[src/rtl/aes_block_sequencer.sv]
// Host-side sequencer for an AES-128 core: valid/ready block intake, start/done handshake,
// single-entry result register, block counter and hung-core watchdog. `AES_SEQ_CBC_EN adds CBC chaining.
module aes_block_sequencer #(
  parameter int unsigned P_TIMEOUT = 64,
  parameter int unsigned P_CNT_W   = 32
) (
  input  logic               i_Clk,
  input  logic               i_Rst,
  input  logic               i_fValid,
  output logic               o_fReady,
  input  logic [127:0]       i_Text,
  input  logic [127:0]       i_Key,
  input  logic               i_fEnc,
`ifdef AES_SEQ_CBC_EN
  input  logic               i_fIvLoad,
  input  logic [127:0]       i_Iv,
`endif
  output logic               o_AesStart,
  output logic               o_AesEnc,
  output logic [127:0]       o_AesText,
  output logic [127:0]       o_AesKey,
  input  logic [127:0]       i_AesData,
  input  logic               i_AesDone,
  output logic               o_fValid,
  input  logic               i_fReady,
  output logic [127:0]       o_Data,
  output logic [P_CNT_W-1:0] o_BlockCnt,
  output logic               o_fError
);

  localparam int unsigned LP_WD_W = $clog2(P_TIMEOUT) + 1;
  // Last BUSY count at which done is still accepted; the flag then shows P_TIMEOUT cycles after START.
  localparam logic [LP_WD_W-1:0] LP_WD_LAST = LP_WD_W'(P_TIMEOUT - 2);
  localparam logic [LP_WD_W-1:0] LP_WD_ONE  = LP_WD_W'(1);
  localparam logic [P_CNT_W-1:0] LP_CNT_ONE = P_CNT_W'(1);

  typedef enum logic [1:0] {
    S_IDLE  = 2'd0,
    S_START = 2'd1,
    S_BUSY  = 2'd2
  } state_t;

  state_t               r_State;
  logic                 r_AesStart;
  logic                 r_AesEnc;
  logic [127:0]         r_AesText;
  logic [127:0]         r_AesKey;
  logic                 r_OutValid;
  logic [127:0]         r_OutData;
  logic [P_CNT_W-1:0]   r_BlockCnt;
  logic                 r_fError;
  logic [LP_WD_W-1:0]   r_Wd;

  logic                 w_Ready;
  logic                 w_Accept;
  logic                 w_Drain;
  logic [127:0]         w_TextIn;
  logic [127:0]         w_Result;

  assign w_Ready  = (r_State == S_IDLE) & (~r_OutValid | i_fReady);
  assign w_Accept = w_Ready & i_fValid;
  assign w_Drain  = r_OutValid & i_fReady;

`ifdef AES_SEQ_CBC_EN
  logic [127:0] r_Chain;
  logic [127:0] w_ChainSel;

  // CBC: whiten plaintext on the way in, unwhiten decrypt results on the way out
  always_comb begin
    if ((r_State == S_IDLE) && i_fIvLoad) begin
      w_ChainSel = i_Iv;
    end else begin
      w_ChainSel = r_Chain;
    end
    if (i_fEnc) begin
      w_TextIn = i_Text ^ w_ChainSel;
    end else begin
      w_TextIn = i_Text;
    end
    if (r_AesEnc) begin
      w_Result = i_AesData;
    end else begin
      w_Result = i_AesData ^ r_Chain;
    end
  end

  // Chain register: IV load in IDLE, advanced on each completed block, untouched on timeout
  always_ff @(posedge i_Clk) begin
    if (i_Rst) begin
      r_Chain <= 128'h0;
    end else if ((r_State == S_IDLE) && i_fIvLoad) begin
      r_Chain <= i_Iv;
    end else if ((r_State == S_BUSY) && i_AesDone) begin
      r_Chain <= r_AesEnc ? i_AesData : r_AesText;
    end
  end
`else
  // ECB: text and result pass straight through
  always_comb begin
    w_TextIn = i_Text;
    w_Result = i_AesData;
  end
`endif

  // Sequencer FSM with core-facing, result, counter and watchdog registers
  always_ff @(posedge i_Clk) begin
    if (i_Rst) begin
      r_State    <= S_IDLE;
      r_AesStart <= 1'b0;
      r_AesEnc   <= 1'b0;
      r_AesText  <= 128'h0;
      r_AesKey   <= 128'h0;
      r_OutValid <= 1'b0;
      r_OutData  <= 128'h0;
      r_BlockCnt <= {P_CNT_W{1'b0}};
      r_fError   <= 1'b0;
      r_Wd       <= {LP_WD_W{1'b0}};
    end else begin
      r_AesStart <= 1'b0;
      if (w_Drain) begin
        r_OutValid <= 1'b0;
        r_OutData  <= 128'h0;
      end
      case (r_State)
        S_IDLE: begin
          if (w_Accept) begin
            r_AesText  <= w_TextIn;
            r_AesKey   <= i_Key;
            r_AesEnc   <= i_fEnc;
            r_AesStart <= 1'b1;
            r_State    <= S_START;
          end
        end
        S_START: begin
          r_Wd    <= {LP_WD_W{1'b0}};
          r_State <= S_BUSY;
        end
        S_BUSY: begin
          if (i_AesDone) begin
            r_OutData  <= w_Result;
            r_OutValid <= 1'b1;
            r_BlockCnt <= r_BlockCnt + LP_CNT_ONE;
            r_State    <= S_IDLE;
          end else if (r_Wd == LP_WD_LAST) begin
            r_fError <= 1'b1;
            r_State  <= S_IDLE;
          end else begin
            r_Wd <= r_Wd + LP_WD_ONE;
          end
        end
        default: begin
          r_State <= S_IDLE;
        end
      endcase
    end
  end

  assign o_fReady   = w_Ready;
  assign o_AesStart = r_AesStart;
  assign o_AesEnc   = r_AesEnc;
  assign o_AesText  = r_AesText;
  assign o_AesKey   = r_AesKey;
  assign o_fValid   = r_OutValid;
  assign o_Data     = r_OutData;
  assign o_BlockCnt = r_BlockCnt;
  assign o_fError   = r_fError;

endmodule

[config.mk]
export PLATFORM = sky130hd
export DESIGN_NAME = aes_block_sequencer
export DESIGN_NICKNAME = d
export VERILOG_FILES = /design/src/rtl/aes_block_sequencer.sv
export SDC_FILE = /design/constraint.sdc
export NUM_CORES = 1
export LEC_CHECK = 0
export CORE_AREA = 2 2 315 317
export CTS_CLUSTER_SIZE = 25
export DETAILED_ROUTE_END_ITERATION = 7
export DIE_AREA = 0 0 317 319
export DONT_BUFFER_PORTS = 1
export PLACE_DENSITY = 0.33
export SLEW_MARGIN = 5
export SYNTH_ARGS = -nofsm -noshare
export SYNTH_HDL_FRONTEND = slang
export SYNTH_SLANG_ARGS = --single-unit
export TNS_END_PERCENT = 100
[constraint.sdc]
create_clock -name i_Clk -period 2.1 [get_ports i_Clk]
set_input_delay 0.42 -clock i_Clk [delete_from_list [all_inputs] [get_ports i_Clk]]
set_output_delay 0.42 -clock i_Clk [all_outputs]
set_load 0.02 [all_outputs]
==> impl_metrics.ini, run 1 <==
[placement]
port_buffers = 0
dpl.hpwl_um = 44300
gp_congestion = 0.834
placed_area_um2 = 17200
preCtsSetupSlack_ps = -109
placed_cells = 3152

[timing]
min_period_ps = 2030
setup-violations-final = 0
slew_headroom_pct = -30.0
skew_ps = 10.9
finalHoldViolations = 0
maxSlewViolCount = 176
timing.fmax_mhz = 492
post-route-period-util_pct = 96.7
hold_ws_ps = 14.5
tightest_slew_ps = 1950
fin_ws_ps = 68.8

[route]
drtAntennaViolNets = 0
vias = 15200
drtIter0Drc = 816
routedWlPerCell_um = 17.7
post-route-drc-count = 0
post_drt_via_cell_ratio = 4.12
drtPass1Iterations = 5
wl_um = 65500

[cells_and_area]
postLayoutCellArea_um2 = 23600
diodes = 0
fin_cells = 3694
synthToLayoutAreaGrowth_pct = 53.2
num-nets-final = 2759
drive_above_1_share_pct = 8.81

[yosys]
syn-num-nets = 2330
synth_ff_type = dfxtp_1
ys.warnings.count = 0
synth-seq-cells = 429
seq_area_frac_synth_pct = 55.8
ys_types = 38
synth_top_area_share_pct = 55.8
syn_inst = 1937
synth_edf_count = 0
syn_area_um2 = 15400
async_flop_share_pct = 0
syn_area_per_cell_um2 = 7.95
synth_area_leaders = dfxtp_1 (56%), nand2_1 (16%), a21oi_1 (13%)
yosysTopAreaCell = dfxtp_1
synth_common_cells = nand2_1 (664), dfxtp_1 (429), a21oi_1 (407)
synth_most_common_cell = nand2_1

[clocking]
cts_buffers = 52
cts_buffer_depth = 3
cts_tree = built
htreeDepth = 2
clockRootBuffer = clkbuf_16
cts_sinks = 429
clk_pin_slew_worst_paths_ps = 60
clock_latency_ps = 600

[grt]
grt_overflow = 0
grt_use_total_pct = 11.5
busiest_layer = met2
grt_pass1_vias = 14800
grt_max_degree = 439
antenna_found_initial = 2
grt_pass1_wl_um = 90900
use_met3_pct = 4.56
gr-usage-met1_pct = 11.9
met2_usage_pct = 21.1

[worst_setup_path]
path_buf_inv = 4
crit_chain = buf_4 -> or4b_4 -> buf_16 -> buf_4 -> buf_4 -> nand2_1 -> a21oi_1
arrival_ps = 2420
cp.required_ps = 2490
worst_path_most_repeated_cell = buf_4
crit_type = reg2reg
regToRegSetupSlack_ps = 70
critPathMaxStageDelay_ps = 610
cp-end-kind = register
crit_fanout = 15
startpoint_type = register
cp_top_family = buffers and inverters
cp_slowest_cell = or4b_4

[pwr]
comb_power_share_pct = 9.0
peakVddDrop_mv = 0.486
switchingPower_uw = 5440
swShare_pct = 26.3
power.density_nw_per_um2 = 876
p_clk_share_pct = 45.8
p_seq_share_pct = 45.3
leakagePower_uw = 0.00859
power.internal_uw = 15200
p_total_uw = 20600

[floorplanning]
num_rows = 115
die_x_um = 317
die_y_um = 319
ioPinCount = 811
die_area_um2 = 101000
initial_core_util_pct = 15.8
design.core.area_um2 = 97700

[run]
cap_violations = 0

[worst_hold_path]
min_path_type = in2reg

[status]
violations = slew limit
outcome = finished, violations left
-- worst register-to-register path, delay by kind of cell, from the launching register on --
kind	cells	cell delay [ps]
buffers and inverters	4	740
flip-flops	1	330
AO/OA/AOI/OAI	1	70
AND/OR/NAND/NOR	2	690
-- power by group through the flow --
stage | registers [uW] | clock network, uW | logic [uW]
finish | 9350 | 9450 | 1850
CTS | 9360 | 9790 | 1650
detailed placement | 9540 | 0 | 1110
floorplan | 9350 | 0 | 848
global placement | 9540 | 0 | 1070
global route | 9380 | 10100 | 2040
-- registers in the layout, indices dropped and copies added, names as in the netlist --
signal	cells
o_AesStart	1
o_Data	128
r_Wd	7
o_AesText	128
o_fValid	1
o_AesKey	128
o_fError	1
r_State	2
o_AesEnc	1
o_BlockCnt	32
-- final timing paths --
check	start	depth (start not counted)	endpoint
setup / recovery	r_State[1]	7	o_AesText[28]
hold / removal	i_Text[41]	2	o_AesText[41]
setup reg to reg	r_State[1]	7	o_AesText[28]
hold reg to reg	r_Wd[6]	2	r_Wd[6]
-- through the flow --
step	util, %	setup TNS (ps)
after global routing	24.1	-5.69
after floorplan	-	0
after detailed placement	17.6	-4010
after global placement	17.6	-2390
after CTS	23.3	0
final	24.1	0
-- area by class of cell --
cell class                 instances  area (um2)
inverter                           5        18.8
clock buffer                      66        1420
fill                           10600       74100
sequential                       429        8600
multi-input combinational       1347        6210
timing repair buffer             531        5370
tap                             1287        1610
clock inverter                    29         360
-- placed cells by master (no fill, tap or decap), types with 8 or more instances in the layout --
| cell | instances |
|---|---|
| a21oi_1 | 407 |
| buf_12 | 13 |
| buf_4 | 77 |
| bufinv_16 | 8 |
| clkbuf_1 | 9 |
| clkbuf_16 | 57 |
| clkinv_2 | 16 |
| dfxtp_1 | 422 |
| dlygate4sd3_1 | 431 |
| mux2_2 | 9 |
| nand2_1 | 663 |
| nand3_1 | 141 |
| nand4_1 | 9 |
| nor2_1 | 24 |
| nor2b_1 | 9 |
| nor4_1 | 9 |
| o21ai_0 | 8 |
| o31ai_1 | 8 |
| or3_1 | 11 |
| or4_1 | 9 |
-- what timing repair did --
| action | CTS | global route |
|---|---|---|
| hold buffers | 377 | 56 |
| endpoints found under the setup margin | 119 | 50 |
| resized for setup | 1 | 9 |
| gates cloned | 0 | 4 |
| pin swaps | 0 | 5 |
| setup buffers | 0 | 10 |
| endpoints found under the hold margin | 415 | 97 |
-- routing by layer --
layer | part of all wire (%) | routed length, um
met4 | 2.5 | 1640
met2 | 51 | 33100
met5 | 0.020 | 13
met3 | 9.8 | 6410
met1 | 37 | 24300
-- cells by family (layout without fill, tap and decap cells) --
kind of cell / count (synthesis) / after routing / share of synthesized area (%)
XOR/XNOR: 8 / 8 / 0.455
AO/OA/AOI/OAI: 426 / 426 / 14.0
flip-flops: 429 / 429 / 55.8
AND/OR/NAND/NOR: 897 / 897 / 24.5
adder cells (fa/ha/maj): 3 / 3 / 0.244
buffers and inverters: 161 / 631 / 4.12
multiplexers: 13 / 13 / 0.919
Power figures use the tool's default switching activity.
==> inputs of run 2 (changes only) <==
Settings changed: CORE_AREA 2 2 315 317 to 5 5 315 317, DIE_AREA 0 0 317 319 to 0 0 320 322, RECOVER_POWER set to 25.
==> run 2 against run 1 <==
The flow finishes with violations (hold timing, slew limit, setup timing). Total power down 2.2%. Cell area down 1.3%. Sequential power about the same. Hold slack worse by 87 ps. Critical path depth down 5. Non-clock buffer count down 27. Sequential share of layout area up 0.48 points. Register-to-register slack worse by 130 ps. Clock-buffer cell count up 3.
==> impl_metrics.ini, run 2 (synthesis results as in run 1) <==
[timing]
hold_ws_ps = -72.3
tightest_slew_ps = 2840
min_period_ps = 2610
setup_tns_ps = -24940
timing.fmax_mhz = 383
post-route-period-util_pct = 124
slew_headroom_pct = -89.2
rsz0062_at_grt = true
finalHoldViolations = 32
skew_ps = 13.5
setup-violations-final = 71
fin_ws_ps = -510
maxSlewViolCount = 283

[pwr]
comb_power_share_pct = 8.5
leakagePower_uw = 0.00847
power.internal_uw = 14800
peakVddDrop_mv = 0.641
swShare_pct = 26.6
p_seq_share_pct = 46.3
power.density_nw_per_um2 = 867
switchingPower_uw = 5370
p_clk_share_pct = 45.2

[grt]
grt_max_degree = 439
grt_use_total_pct = 11.5
grt_pass1_wl_um = 93900
antenna_found_initial = 9
grt_pass1_vias = 15200
grt_overflow = 0

[floorplanning]
die_area_um2 = 103000
die_y_um = 322
initial_core_util_pct = 16.0
die_x_um = 320
design.core.area_um2 = 96000
num_rows = 114
ioPinCount = 811

[clocking]
htreeDepth = 2
clockRootBuffer = clkbuf_16
clock_latency_ps = 610
clk_pin_slew_worst_paths_ps = 60
cts_buffer_depth = 3
cts_tree = built
cts_sinks = 429
cts_buffers = 52

[route]
post_drt_via_cell_ratio = 4.14
drtPass1Iterations = 5
drtAntennaViolNets = 0
routedWlPerCell_um = 18.2
post-route-drc-count = 0
wl_um = 66500
drtIter0Drc = 756
vias = 15200

[worst_setup_path]
path_buf_inv = 1
cp-end-kind = register
critPathMaxStageDelay_ps = 810
crit_type = in2reg
arrival_ps = 3150
cp.required_ps = 2640
crit_chain = a21oi_1 -> dlygate4sd3_1
cp_top_family = compound AO/OA/AOI/OAI gates
startpoint_type = input pin
regToRegSetupSlack_ps = -60
reg2reg_depth = 6
cp_slowest_cell = a21oi_1
crit_fanout = 438
r2r_end = o_BlockCnt[0]
r2r_start = r_State[0]

[placement]
gp_congestion = 0.811
dpl.hpwl_um = 46000
port_buffers = 0

[worst_hold_path]
min-delay-start = i_Rst
min_path_type = in2reg
whs_path_depth = 1
min_to = o_BlockCnt[15]

[cells_and_area]
final_cell_mix = nand2_1 (661), dfxtp_1 (421), dlygate4sd3_1 (412), a21oi_1 (407), nand3_1 (141)
fillers = 10300
multiInputGateArea_um2 = 6230
mostFrequentLayoutCell = nand2_1
drive_above_1_share_pct = 8.70
synthToLayoutAreaGrowth_pct = 51.3
num-nets-final = 2733
final_core_util_pct = 24.3
seqCellArea_um2 = 8600

[run]
cap_violations = 0

[status]
violations = hold timing, slew limit, setup timing
outcome = finished, violations left
-- run 2: worst max-delay path by stage --
stage | to | cells after the start | startpoint | slack [ps]
2_1_floorplan | o_BlockCnt[27] | 5 | o_BlockCnt[14] | 5
3_3_place_gp | o_AesKey[4] | 7 | r_State[1] | -30
3_5_place_dp | o_AesText[25] | 7 | r_State[1] | -90
4_1_cts | o_Data[0] | 6 | r_State[1] | 30
5_1_grt | o_BlockCnt[10] | 7 | o_BlockCnt[1] | -1
6_report | o_Data[123] | 2 | i_Rst | -510
-- run 2: metrics by stage --
step	worst slack, ps	power [uW]	area (um2)	instances	hold WS, ps
2_1_floorplan	5.10	10200	15400	1937	438
3_3_place_gp	-26.3	10600	17200	3139	464
3_5_place_dp	-93.7	10700	17200	3139	472
4_1_cts	25.8	20600	22900	3627	-162
5_1_grt	-1.16	21100	23300	3658	-130
6_report	-510	20200	23300	3659	-72.3
-- run 2: cell type report --
class                           count  area share (%)
Antenna cell                        4          0.0430
Clock buffer                       69            6.34
Clock inverter                     24            1.07
Inverter                            5          0.0806
Multi-Input combinational cell   1348            26.7
Sequential cell                   429            36.9
Tap cell                         1276            6.86
Timing Repair Buffer              504            21.9
-- run 2: what timing repair did --
| action | CTS | global route |
|---|---|---|
| endpoints found under the hold margin | 415 | 104 |
| buffers inserted | 0 | 6 |
| gates resized for setup | 1 | 12 |
| cloned | 0 | 4 |
| hold buffers | 395 | 18 |
| pin swaps | 0 | 4 |
| endpoints found under the setup margin | 106 | 105 |
-- run 2: power groups by stage --
stage	combinational [uW]	sequential, uW	clock (uW)
detailed placement	1100	9550	0
finish	1720	9360	9120
global route	1890	9400	9810
global placement	1060	9560	0
floorplan	848	9350	0
CTS	1660	9380	9520
-- run 2: metal layers --
| layer | track usage, % | part of all wire [%] |
|---|---|---|
| met5 | 0 | 0 |
| met2 | 20.6 | 50 |
| met1 | 11.9 | 36 |
| met4 | 5.35 | 4.3 |
| met3 | 4.56 | 9.4 |
==> inputs of run 3 (changes only) <==
Settings changed: GPL_TIMING_DRIVEN set to 0.
==> run 3 against run 2 <==
The flow now finishes without violations. Sequential share of layout area grew 0.59 points. Clock skew grew 2.7 ps. Global-route usage grew 2.0 points. Core utilization shrank 0.24 points. Clock power grew 1%. Fmax grew 28%. Cell area shrank 0.99%. Worst setup slack gained 560 ps. Clock-buffer cell count grew 6. Cell count grew 1.1%. Total power grew 1.8%. Critical path depth grew 5. Critical path type is now reg2reg. Largest cell class unchanged. Largest power group unchanged.
==> impl_metrics.ini, run 3 (synthesis results as in run 1) <==
[worst_setup_path]
reg2reg_depth = 7
cp-end-kind = register
path_buf_inv = 3
crit_fanout = 6
cp.required_ps = 2540
path_depth = 7
worst_path_most_repeated_cell = buf_6
arrival_ps = 2490
crit_chain = nand4_1 -> or4_4 -> clkbuf_16 -> buf_6 -> buf_6 -> o31ai_2 -> a21oi_1
cp_slowest_cell = or4_4
critPathMaxStageDelay_ps = 610
startpoint_type = register
crit_type = reg2reg
cp_top_family = simple AND/OR/NAND/NOR gates

[status]
outcome = finished, final reports clean

[floorplanning]
design.core.area_um2 = 96000
ioPinCount = 811
initial_core_util_pct = 16.0
num_rows = 114
die_area_um2 = 103000
die_y_um = 322
die_x_um = 320

[cells_and_area]
fillers = 10500
synthToLayoutAreaGrowth_pct = 49.8
mostFrequentLayoutCell = nand2_1
final_core_util_pct = 24.0
final_cell_mix = nand2_1 (662), dfxtp_1 (407), a21oi_1 (406), dlygate4sd3_1 (384), nand3_1 (141)
fin_cells = 3700
num-nets-final = 2776
drive_above_1_share_pct = 8.80

[pwr]
leakagePower_uw = 0.00815
peakVddDrop_mv = 0.502
power.density_nw_per_um2 = 892

[route]
post_drt_via_cell_ratio = 4.18
drtIter0Drc = 680
drtAntennaViolNets = 0
routedWlPerCell_um = 20.4
wl_um = 75600
drtPass1Iterations = 6
post-route-drc-count = 0
vias = 15500

[worst_hold_path]
min_path_type = in2reg
whs_path_depth = 2

[placement]
port_buffers = 0
placed_cells = 3214
gp_congestion = 0.853
dpl.hpwl_um = 59800

[timing]
post-route-period-util_pct = 97.4
setup-violations-final = 0
maxSlewViolCount = 0
hold_ws_ps = 79.6
timing.fmax_mhz = 489
rsz0062_at_grt = true
tightest_slew_ps = 975
slew_headroom_pct = 35.0
skew_ps = 16.2
finalHoldViolations = 0
min_period_ps = 2050

[grt]
grt_pass1_wl_um = 106000
grt_pass1_vias = 15800
antenna_found_initial = 7
grt_max_degree = 14
grt_overflow = 0
grt_use_total_pct = 13.6

[clocking]
cts_tree = built
clock_latency_ps = 610
cts_buffer_depth = 3
clockRootBuffer = clkbuf_16
clk_pin_slew_worst_paths_ps = 60
cts_buffers = 52
cts_sinks = 429
htreeDepth = 2

[run]
cap_violations = 0
-- run 3: cell types whose count changed in the layout (fill, tap and decap cells not counted), sizes merged, moves of 2 or more --
cell / change
buf: -53
clkbuf: +132
dlygate4sd3: -28
clkinv: -7
clkinvlp: -2
-- run 3: metrics by stage --
step                      worst slack [ps]  TNS, ps  instance area, um2  total power [uW]
final                                 53.6        0               23100             20600
after global routing                 -25.4     -140               23000             21500
after CTS                            -7.46    -13.4               23000             20900
after detailed placement             -1430  -341290               17000             10900
after global placement               -2370  -583710               17000             10800
after floorplan                       5.10        0               15400             10200
-- run 3: worst paths after layout --
path / startpoint / to / slack [ps]
setup / recovery: o_BlockCnt[12] / o_BlockCnt[28] / 50
hold / removal: i_Rst / o_BlockCnt[17] / 80
setup reg to reg: o_BlockCnt[12] / o_BlockCnt[28] / 50
hold reg to reg: r_Wd[6] / r_Wd[6] / 480
-- run 3: where the power goes --
part | switching [uW] | leakage [uW] | internal (uW)
clock network | 3650 | 0.000857 | 5600
logic | 1080 | 0.00378 | 866
registers | 853 | 0.00351 | 8510
-- run 3: layout make-up --
| class | count | area, um2 | share of cell area (%) |
|---|---|---|---|
| buffer | 153 | 753 | 3.27 |
| inverter | 5 | 18.8 | 0.0814 |
| timing repair buffer | 395 | 3940 | 17.1 |
| tap | 1276 | 1600 | 6.93 |
| clock buffer | 75 | 1520 | 6.59 |
| sequential | 429 | 8650 | 37.5 |
| multi-input combinational | 1347 | 6350 | 27.5 |
| clock inverter | 16 | 223 | 0.966 |
| antenna | 4 | 10.0 | 0.0434 |
-- run 3: layer usage --
metal	vias up	GRT usage, %	share of wire (%)
met3	140	5.07	9.3
met5	-	0	0.017
met4	2	4.94	3.6
met2	703	25.1	51
met1	7256	14.0	36
li1	7354	-	-
-- run 3: what timing repair did --
| item | CTS | global route |
|---|---|---|
| resized for setup | 123 | 28 |
| pin swaps | 7 | 9 |
| endpoints found under the setup margin | 400 | 115 |
| buffers inserted | 9 | 1 |
| hold buffers | 384 | 0 |
| endpoints found under the hold margin | 384 | 0 |
